[src/rtl/jogo_pkg.sv]
// Game-wide constants shared by the ship, shot and alien blocks.
// Launch geometry lives here so the ship sprite and the shot origin cannot drift apart.
package jogo_pkg;

    localparam int SHIP_Y = 490;
    localparam int SHIP_W = 22;
    localparam int TOP_Y  = 40;

    localparam int PLAY_X_MIN = 0;
    localparam int PLAY_X_MAX = 799;
    localparam int PLAY_Y_MIN = 40;
    localparam int PLAY_Y_MAX = 599;

    localparam logic [23:0] COR_TIRO = 24'hFFFF00;

    typedef enum logic [1:0] {
        IDLE     = 2'd0,
        FLIGHT   = 2'd1,
        COOLDOWN = 2'd2
    } tiro_state_t;

endpackage

[src/rtl/tiro_nave_tick_div.sv]
// Terminal-count divider: counts 0..CYCLES-1 while enabled and flags the last count.
// A synchronous clear restarts the period so the first tick lands CYCLES cycles later.
module tick_div #(
    parameter int CYCLES = 500000
) (
    input  logic clk,
    input  logic reset,
    input  logic en,
    input  logic clr,
    output logic tc
);

    localparam int W = (CYCLES > 1) ? $clog2(CYCLES) : 1;
    localparam logic [W-1:0] LAST = W'(CYCLES - 1);

    logic [W-1:0] cnt;

    always_ff @(posedge clk) begin
        if (reset || clr) begin
            cnt <= '0;
        end else if (en) begin
            cnt <= (cnt == LAST) ? '0 : cnt + 1'b1;
        end
    end

    assign tc = en && (cnt == LAST);

endmodule

[src/rtl/tiro_nave.sv]
// Player shot: launches from the ship nose on a fire edge, climbs on a fixed tick,
// retires on hit or at the top row, then enforces a cooldown before the next launch.
//
//   state    | meaning
//   ---------+---------------------------------------------------------
//   IDLE     | no shot; a fire rising edge launches one
//   FLIGHT   | shot climbing; ends on hit (priority) or at the top row
//   COOLDOWN | dead time after a shot ends; fire is ignored
module tiro_nave
    import jogo_pkg::tiro_state_t, jogo_pkg::IDLE, jogo_pkg::FLIGHT,
           jogo_pkg::COOLDOWN, jogo_pkg::COR_TIRO;
#(
    parameter int SHIP_Y          = jogo_pkg::SHIP_Y,
    parameter int SHIP_W          = jogo_pkg::SHIP_W,
    parameter int BULLET_W        = 2,
    parameter int BULLET_H        = 8,
    parameter int STEP_PIX        = 4,
    parameter int STEP_CYCLES     = 500000,
    parameter int TOP_Y           = jogo_pkg::TOP_Y,
    parameter int COOLDOWN_CYCLES = 25000000
) (
    input  logic        clk,
    input  logic        reset,
    input  logic        fire,
    input  logic [10:0] ship_x,
    input  logic        hit,
    input  logic [9:0]  h_counter,
    input  logic [9:0]  v_counter,
    output logic        bullet_active,
    output logic [10:0] bullet_x,
    output logic [9:0]  bullet_y,
    output logic        shot_end,
    output logic        shot_hit,
    output logic [7:0]  R,
    output logic [7:0]  G,
    output logic [7:0]  B
);

    localparam int CW = (COOLDOWN_CYCLES > 1) ? $clog2(COOLDOWN_CYCLES) : 1;

    tiro_state_t   state;
    logic          fire_q;
    logic          fire_rise;
    logic          step;
    logic          launch;
    logic [CW-1:0] cool_cnt;

    assign fire_rise = fire & ~fire_q;
    assign launch    = (state == IDLE) && fire_rise;

    tick_div #(
        .CYCLES (STEP_CYCLES)
    ) u_step (
        .clk   (clk),
        .reset (reset),
        .en    (state == FLIGHT),
        .clr   (launch),
        .tc    (step)
    );

    // fire_q tracks fire in every state, so edges seen during flight or cooldown are consumed.
    always_ff @(posedge clk) begin
        if (reset) begin
            state         <= IDLE;
            fire_q        <= 1'b0;
            bullet_active <= 1'b0;
            bullet_x      <= '0;
            bullet_y      <= '0;
            shot_end      <= 1'b0;
            shot_hit      <= 1'b0;
            cool_cnt      <= '0;
        end else begin
            fire_q   <= fire;
            shot_end <= 1'b0;
            shot_hit <= 1'b0;
            case (state)
                IDLE: begin
                    if (fire_rise) begin
                        bullet_x      <= ship_x + 11'((SHIP_W - BULLET_W) / 2);
                        bullet_y      <= 10'(SHIP_Y - BULLET_H);
                        bullet_active <= 1'b1;
                        state         <= FLIGHT;
                    end
                end
                FLIGHT: begin
                    if (hit || (step && ({1'b0, bullet_y} < 11'(TOP_Y + STEP_PIX)))) begin
                        shot_end      <= 1'b1;
                        shot_hit      <= hit;
                        bullet_active <= 1'b0;
                        cool_cnt      <= CW'(COOLDOWN_CYCLES - 1);
                        state         <= COOLDOWN;
                    end else if (step) begin
                        bullet_y <= bullet_y - 10'(STEP_PIX);
                    end
                end
                COOLDOWN: begin
                    if (cool_cnt == '0) begin
                        state <= IDLE;
                    end else begin
                        cool_cnt <= cool_cnt - 1'b1;
                    end
                end
                default: state <= IDLE;
            endcase
        end
    end

    logic [11:0] h_ext;
    logic [11:0] x_end;
    logic [10:0] v_ext;
    logic [10:0] y_end;
    logic        in_box;

    assign h_ext  = {2'b00, h_counter};
    assign x_end  = {1'b0, bullet_x} + 12'(BULLET_W);
    assign v_ext  = {1'b0, v_counter};
    assign y_end  = {1'b0, bullet_y} + 11'(BULLET_H);
    assign in_box = bullet_active
                    && (h_ext >= {1'b0, bullet_x}) && (h_ext < x_end)
                    && (v_ext >= {1'b0, bullet_y}) && (v_ext < y_end);

    always_ff @(posedge clk) begin
        if (reset) begin
            {R, G, B} <= 24'h0;
        end else begin
            {R, G, B} <= in_box ? COR_TIRO : 24'h0;
        end
    end

endmodule
[config.mk]
export PLATFORM = sky130hd
export DESIGN_NAME = tiro_nave
export DESIGN_NICKNAME = d
export VERILOG_FILES = /design/src/rtl/jogo_pkg.sv /design/src/rtl/tiro_nave_tick_div.sv /design/src/rtl/tiro_nave.sv
export SDC_FILE = /design/constraint.sdc
export NUM_CORES = 1
export LEC_CHECK = 0
export ABC_AREA = 0
export CAP_MARGIN = 20
export CELL_PAD_IN_SITES_DETAIL_PLACEMENT = 0
export CELL_PAD_IN_SITES_GLOBAL_PLACEMENT = 2
export CORE_MARGIN = 8
export CORE_UTILIZATION = 32
export CTS_CLUSTER_DIAMETER = 80
export DETAILED_ROUTE_END_ITERATION = 6
export PLACE_DENSITY_LB_ADDON = 0.05
export SLEW_MARGIN = 20
export SYNTH_ARGS = -nofsm -noshare
export SYNTH_HDL_FRONTEND = slang
export SYNTH_SLANG_ARGS = --single-unit
[constraint.sdc]
create_clock -name clk -period 2.5 [get_ports clk]
set_input_delay 0.75 -clock clk [delete_from_list [all_inputs] [get_ports clk]]
set_output_delay 0.75 -clock clk [all_outputs]
set_load 0.005 [all_outputs]
**Word-level counts from Yosys, hierarchy flattened**

Index checks and enable logic that the tools add are counted.

- Add/subtract/negate cells: 6
- Order comparisons: 5
- Eq/ne operators: 9
- Muxes and demuxes: 17
- Bitwise gates (word level): 4
- Reductions and logical operators: 20

Operators with widths:

| operator | number |
|---|---|
| two-way mux 25 bit | 2 |
| one-hot mux 25 bit (2 select lines) | 1 |
| two-way mux 10 bit | 3 |
| zero test 25 bit | 1 |
| subtractor 25 x 1 -> 25 bit (second input constant) | 1 |
| two-way mux 24 bit | 1 |
| one-hot mux 10 bit (2 select lines) | 1 |
| adder 19 x 1 -> 19 bit (second input constant) | 1 |
| equality test 19 bit (second input constant) | 1 |
| two-way mux 19 bit | 1 |
| adder 11 x 2 -> 12 bit (second input constant) | 1 |
| < comparator 10 x 12 -> 1 bit | 1 |
| inequality test 2 bit (second input constant) | 6 |
| adder 10 x 4 -> 11 bit (second input constant) | 1 |
| adder 11 x 4 -> 11 bit (second input constant) | 1 |
| >= comparator 10 x 11 -> 1 bit | 1 |
| < comparator 10 x 11 -> 1 bit | 1 |
| >= comparator 10 bit | 1 |
| < comparator 10 x 6 -> 1 bit (second input constant) | 1 |
| subtractor 10 x 3 -> 10 bit (second input constant) | 1 |
| AND reduction 3 bit | 3 |
| logical AND 1 bit | 7 |
| two-way mux 2 bit | 3 |
| one-hot mux 2 bit (3 select lines) | 1 |
| other kinds (13) | 19 |

- Bits in registers: 95
- Input bits: 35
- Output and inout bits: 48

**Longest topological paths before layout**

- Depth after elaboration: 6
- Mapped depth: 10
- Depth with buffers taken out: 10

**Cells and area by module**

From an unflattened synthesis, not the netlist that was laid out.

- Cells, all modules: 536
- Area, all modules: 4593.2 um2

Modules (own cells, without submodules):

| module | instances | cells an instance | area an instance (um2) |
|---|---|---|---|
| tiro_nave | 1 | 433 | 3676.0 |
| tick_div | 1 | 103 | 917.1 |

**Worst setup path after synthesis**

OpenSTA, ideal clock, no wires.

- Kind: register -> register
- Start point: register bullet_x[3]
- End point: register R[6]
- Setup time: 115 ps
- Data arrival time: 2040 ps
- Required time: 2385 ps
- Path slack: 346 ps
- Cell stages (with the launch flop): 10
- Buffers on the path: 0
- Cell sequence: dfxtp_1 -> inv_1 -> nor3_1 -> nand3_1 -> xnor2_1 -> ha_1 -> o21a_1 -> a21oi_1 -> o31ai_1 -> a2111oi_0

- Longest elaborated chain between the ends: 6
- Elaborated cells between the ends (all ways): 8
- Classes of those cells: 1 x add/sub; 2 x order compare; 1 x mux; 4 x reduce/logical

RTL lines:

| what | RTL line | text |
|---|---|---|
| start: declaration | tiro_nave.sv:30 | `output logic [10:0] bullet_x,` |
| start signal: assignment | tiro_nave.sv:79 | `bullet_x <= ship_x + 11'((SHIP_W - BULLET_W) / 2);` |
| adder 11 x 2 -> 12 bit or >= comparator 10 x 11 -> 1 bit (tied branches) | tiro_nave.sv:115, tiro_nave.sv:119 |  |
| < comparator 10 x 12 -> 1 bit or logical AND 1 bit (tied branches) | tiro_nave.sv:119 | `&& (h_ext >= {1'b0, bullet_x}) && (h_ext < x_end)` |
| logical AND 1 bit * | tiro_nave.sv:119 |  |
| logical AND 1 bit * (2 in a row) | tiro_nave.sv:120 | `&& (v_ext >= {1'b0, bullet_y}) && (v_ext < y_end);` |
| two-way mux 24 bit * | tiro_nave.sv:126 | `{R, G, B} <= in_box ? COR_TIRO : 24'h0;` |
| end signal: assignment | tiro_nave.sv:126 |  |
| end: declaration | tiro_nave.sv:34 | `output logic [7:0] R,` |

Mark *: on every way between the ends. The rest lies on a longest branch, timed or not.
A chain may end at the register's enable or synchronous reset.

**Final worst setup path**

- Start point: input port h_counter[0]
- End point: register R[6]

- Longest elaborated chain between the ends: 6
- Elaborated cells between the ends (all ways): 7
- Classes of those cells: 2 x order compare; 1 x mux; 4 x reduce/logical

RTL lines:

| what | RTL line | text |
|---|---|---|
| start: declaration | tiro_nave.sv:27 | `input logic [9:0] h_counter,` |
| >= comparator 10 x 11 -> 1 bit | tiro_nave.sv:119 |  |
| logical AND 1 bit | tiro_nave.sv:119 |  |
| logical AND 1 bit * | tiro_nave.sv:119 |  |
| logical AND 1 bit * (2 in a row) | tiro_nave.sv:120 |  |
| two-way mux 24 bit * | tiro_nave.sv:126 |  |

Marks and branches as above.

==> results.yml <==
placement:
  place_ws_ns: -0.2798
  gp_congestion: 0.8041
  numPortBuffers: 72
  dp_hpwl_mm: 10.34
critical_path:
  arrival_ns: 2.57
  crit_slowest_cell: "clkdlybuf4s50_1"
  cp_slowest_stage_delay_ns: 0.46
  cp-start-kind: "input port"
  crit_family: "compound AO/OA/AOI/OAI gates"
  worstSetupPathType: "in -> reg"
  crit_chain: "clkdlybuf4s50_1 -> inv_1 -> ha_1 -> nor2b_1 -> o21ai_0 -> a311oi_1 -> a211o_1 -> a2111oi_1"
  critPathMaxFanout: 2
  critPathLaunch: "h_counter[0]"
  rr_startpoint: "bullet_x[1]"
  crit_required_ns: 2.71
  endpoint_kind: "register"
  crit_buf_inv: 2
final_layout:
  n_antenna_cell: 0
  syn_to_final_growth_pct: 26.14
  most-common-layout-cells: "dfxtp_1 (71), clkdlybuf4s50_1 (71), nor2_1 (56)"
  num-fill-cells: 1509
  layout-drive-gt1-share_pct: 9.431
  layout.nets: 745
timing:
  worstMarginPinSlew_ns: 0.5483
  fin_crit_sh_pct: 94.60
  hold_viol_final: 0
  drv_slew: 0
  fmax_ghz: 0.4228
  slew_headroom_pct: 63.06
  min_period_ns: 2.365
  finalWorstSetupSlack_ns: 0.1349
  setup_violations: 0
  finClkSkew_ns: 0.004379
  rsz0062_at_grt: "false"
power_and_ir_drop:
  pwr-share-clk_pct: 34.0
  switchingPower_uw: 1009
  powerDensity_nw_per_um2: 546.8
  pwr-share-comb_pct: 27.3
  internal_power_uw: 2306
  p_seq_share_pct: 38.6
  peakVddDrop_mv: 0.2713
  p_sw_share_pct: 30.43
  power_uw: 3315
  leakage_uw: 0.002291
global_routing:
  grt_max_degree: 28
  gr-max-usage-layer: "met2"
  grt_use_met1_pct: 17.99
  use_met3_pct: 2.911
  globalRouteTotalUtil_pct: 13.73
  use_met2_pct: 22.21
  grt_pass1_vias: 4318
  grt_pass1_wl_mm: 22.10
  antenna_found_initial: 0
  grt_remaining_overflow: 0
synthesis:
  yosys.area_share.simple_pct: 23.59
  synth-edff-count: 0
  synth_area_leader_cell: "dfxtp_1"
  synth-seq-cells: 71
  synth_top_area_share_pct: 29.58
  synth_compound_area_share_pct: 19.21
  synthDistinctLibCells: 66
  ys_warn_count: 0
  yosys.area_share.xor_xnor_pct: 6.014
  synth_top_family_by_area: "simple AND/OR/NAND/NOR gates"
  syn_area_per_cell_um2: 8.215
  syn_inst: 585
  synth_area_leaders: "dfxtp_1 (30%), ha_1 (11%), xnor2_1 (4.6%), nor2_1 (4.4%), buf_4 (4.1%)"
  netlist_area_um2: 4806
  synthArstFlopShare_pct: 0
  synth_mux_area_share_pct: 1.510
  synth_flop_cell: "dfxtp_1"
  seq_area_frac_synth_pct: 29.58
  synth-adder-area-share_pct: 11.46
floorplanning:
  initial_core_util_pct: 32.94
  die_h_um: 138.6
  rows: 44
  dieArea_um2: 19200
  coreArea_um2: 14590
  chipWidth_um: 138.6
  ios: 83
clock_tree:
  cts.sinks: 71
  postCtsSetupBuffers: 0
  cts.htree.levels: 3
  cts_hold_buf: 0
  cts_tree: "done"
  clk_latency_ns: 0.33
  cts_root_buffer: "clkbuf_16"
  cts_buffers: 9
  cts.reportedPaths.clkPinSlew_ns: 0.05
  post_cts_resized: 0
  cts_max_path_buffers: 2
hold_path:
  worstHoldPathType: "reg -> reg"
  min_from: "cool_cnt[19]"
route:
  antenna_left: 0
  wl_per_cell_um: 15.58
  firstDrtPassIters: 4
  drt_iter0_drc: 171
  drc: 0
  routed_wl_mm: 13.27
  avgViaCountPerCell: 5.163
  vias: 4399
job:
  maxCapViolCount: 0
run_status:
  status: "finished clean"
[path summary, 6_finish.rpt]
path                            slack, ns            to  cells past startpoint
worst max-delay path                 0.13          R[6]                      8
worst min-delay path                 0.46  cool_cnt[19]                      2
worst min register to register       0.46  cool_cnt[19]                      2
worst max register to register       0.22          R[6]                      9
[final cells by class]
| type | instances | area [µm²] | area share (%) |
|---|---|---|---|
| inverter | 33 | 123.9 | 2.043 |
| multi-input combinational | 441 | 3020 | 49.82 |
| sequential | 71 | 1421 | 23.45 |
| timing repair buffer | 110 | 1013 | 16.72 |
| clock inverter | 2 | 10.01 | 0.1651 |
| tap | 184 | 230.2 | 3.798 |
| clock buffer | 11 | 242.7 | 4.004 |
[routing by layer]
layer,share of wire [%],wire [µm],up-vias
met5,0,0,-
met4,1.0,139,0
met3,3.5,458,11
met2,46,6118,61
met1,49,6554,2065
li1,-,-,2262
[synth_stat cells (4+ instances only)]
master,n
a211o_1,4
a211oi_1,9
a21o_1,5
a21oi_1,35
a311oi_1,10
a31oi_1,14
and3_1,9
and4_1,5
and4b_1,4
buf_4,26
clkbuf_1,18
dfxtp_1,71
ha_1,44
inv_1,33
mux2i_1,5
nand2_1,36
nand3_1,20
nand4_1,12
nor2_1,56
nor2b_1,8
nor3_1,24
nor4_1,5
o21a_1,13
o21ai_0,18
o31ai_1,4
or3_1,8
xnor2_1,25
xor2_1,8
[kinds of logic after synthesis]
| group | count (synthesis) |
|---|---|
| other cells | 1 |
| simple gates | 210 |
| compound gates | 138 |
| fa+ha+maj | 44 |
| xor+xnor | 33 |
| buf+inv | 81 |
| mux | 7 |
| flops | 71 |
[state kept, by name, summed over array words and instances, names as in the netlist]
| name | flops |
|---|---|
| bullet_x | 11 |
| shot_end | 1 |
| cool_cnt | 25 |
| shot_hit | 1 |
| R | 1 |
| bullet_y | 9 |
| bullet_active | 1 |
| u_step.cnt | 19 |
| fire_q | 1 |
| state | 2 |
[power by group through the flow]
stage / sequential [µW] / combinational (µW) / clock (µW)
5_1_grt: 1290 / 1000 / 1240
3_5_place_dp: 1310 / 905 / 0
2_1_floorplan: 1280 / 576 / 0
4_1_cts: 1280 / 910 / 1180
3_3_place_gp: 1310 / 897 / 0
6_report: 1280 / 906 / 1130
[worst register-to-register path, cell delays in order, from the launching register on]
cell and delay, ns:
dfxtp_1 0.40, ha_1 0.32, nand3_1 0.13, xnor2_1 0.14
ha_1 0.30, a21oi_1 0.19, o211ai_1 0.10, a21oi_1 0.14
o31ai_1 0.11, a2111oi_1 0.34
[metrics by stage]
step / utilization, % / hold WS (ns) / cells / setup TNS [ns] / instance area [µm²]
after floorplan: - / 0.4341 / 593 / 0 / 4836
after global placement: 39.76 / 0.4461 / 839 / -0.1938 / 5801
after detailed placement: 39.76 / 0.4572 / 839 / -0.2798 / 5801
after CTS: 41.49 / 0.4652 / 852 / 0 / 6053
after global routing: 41.55 / 0.4847 / 852 / 0 / 6062
final: 41.55 / 0.4592 / 852 / 0 / 6062
Note: power is estimated with default switching activity, not from simulation.
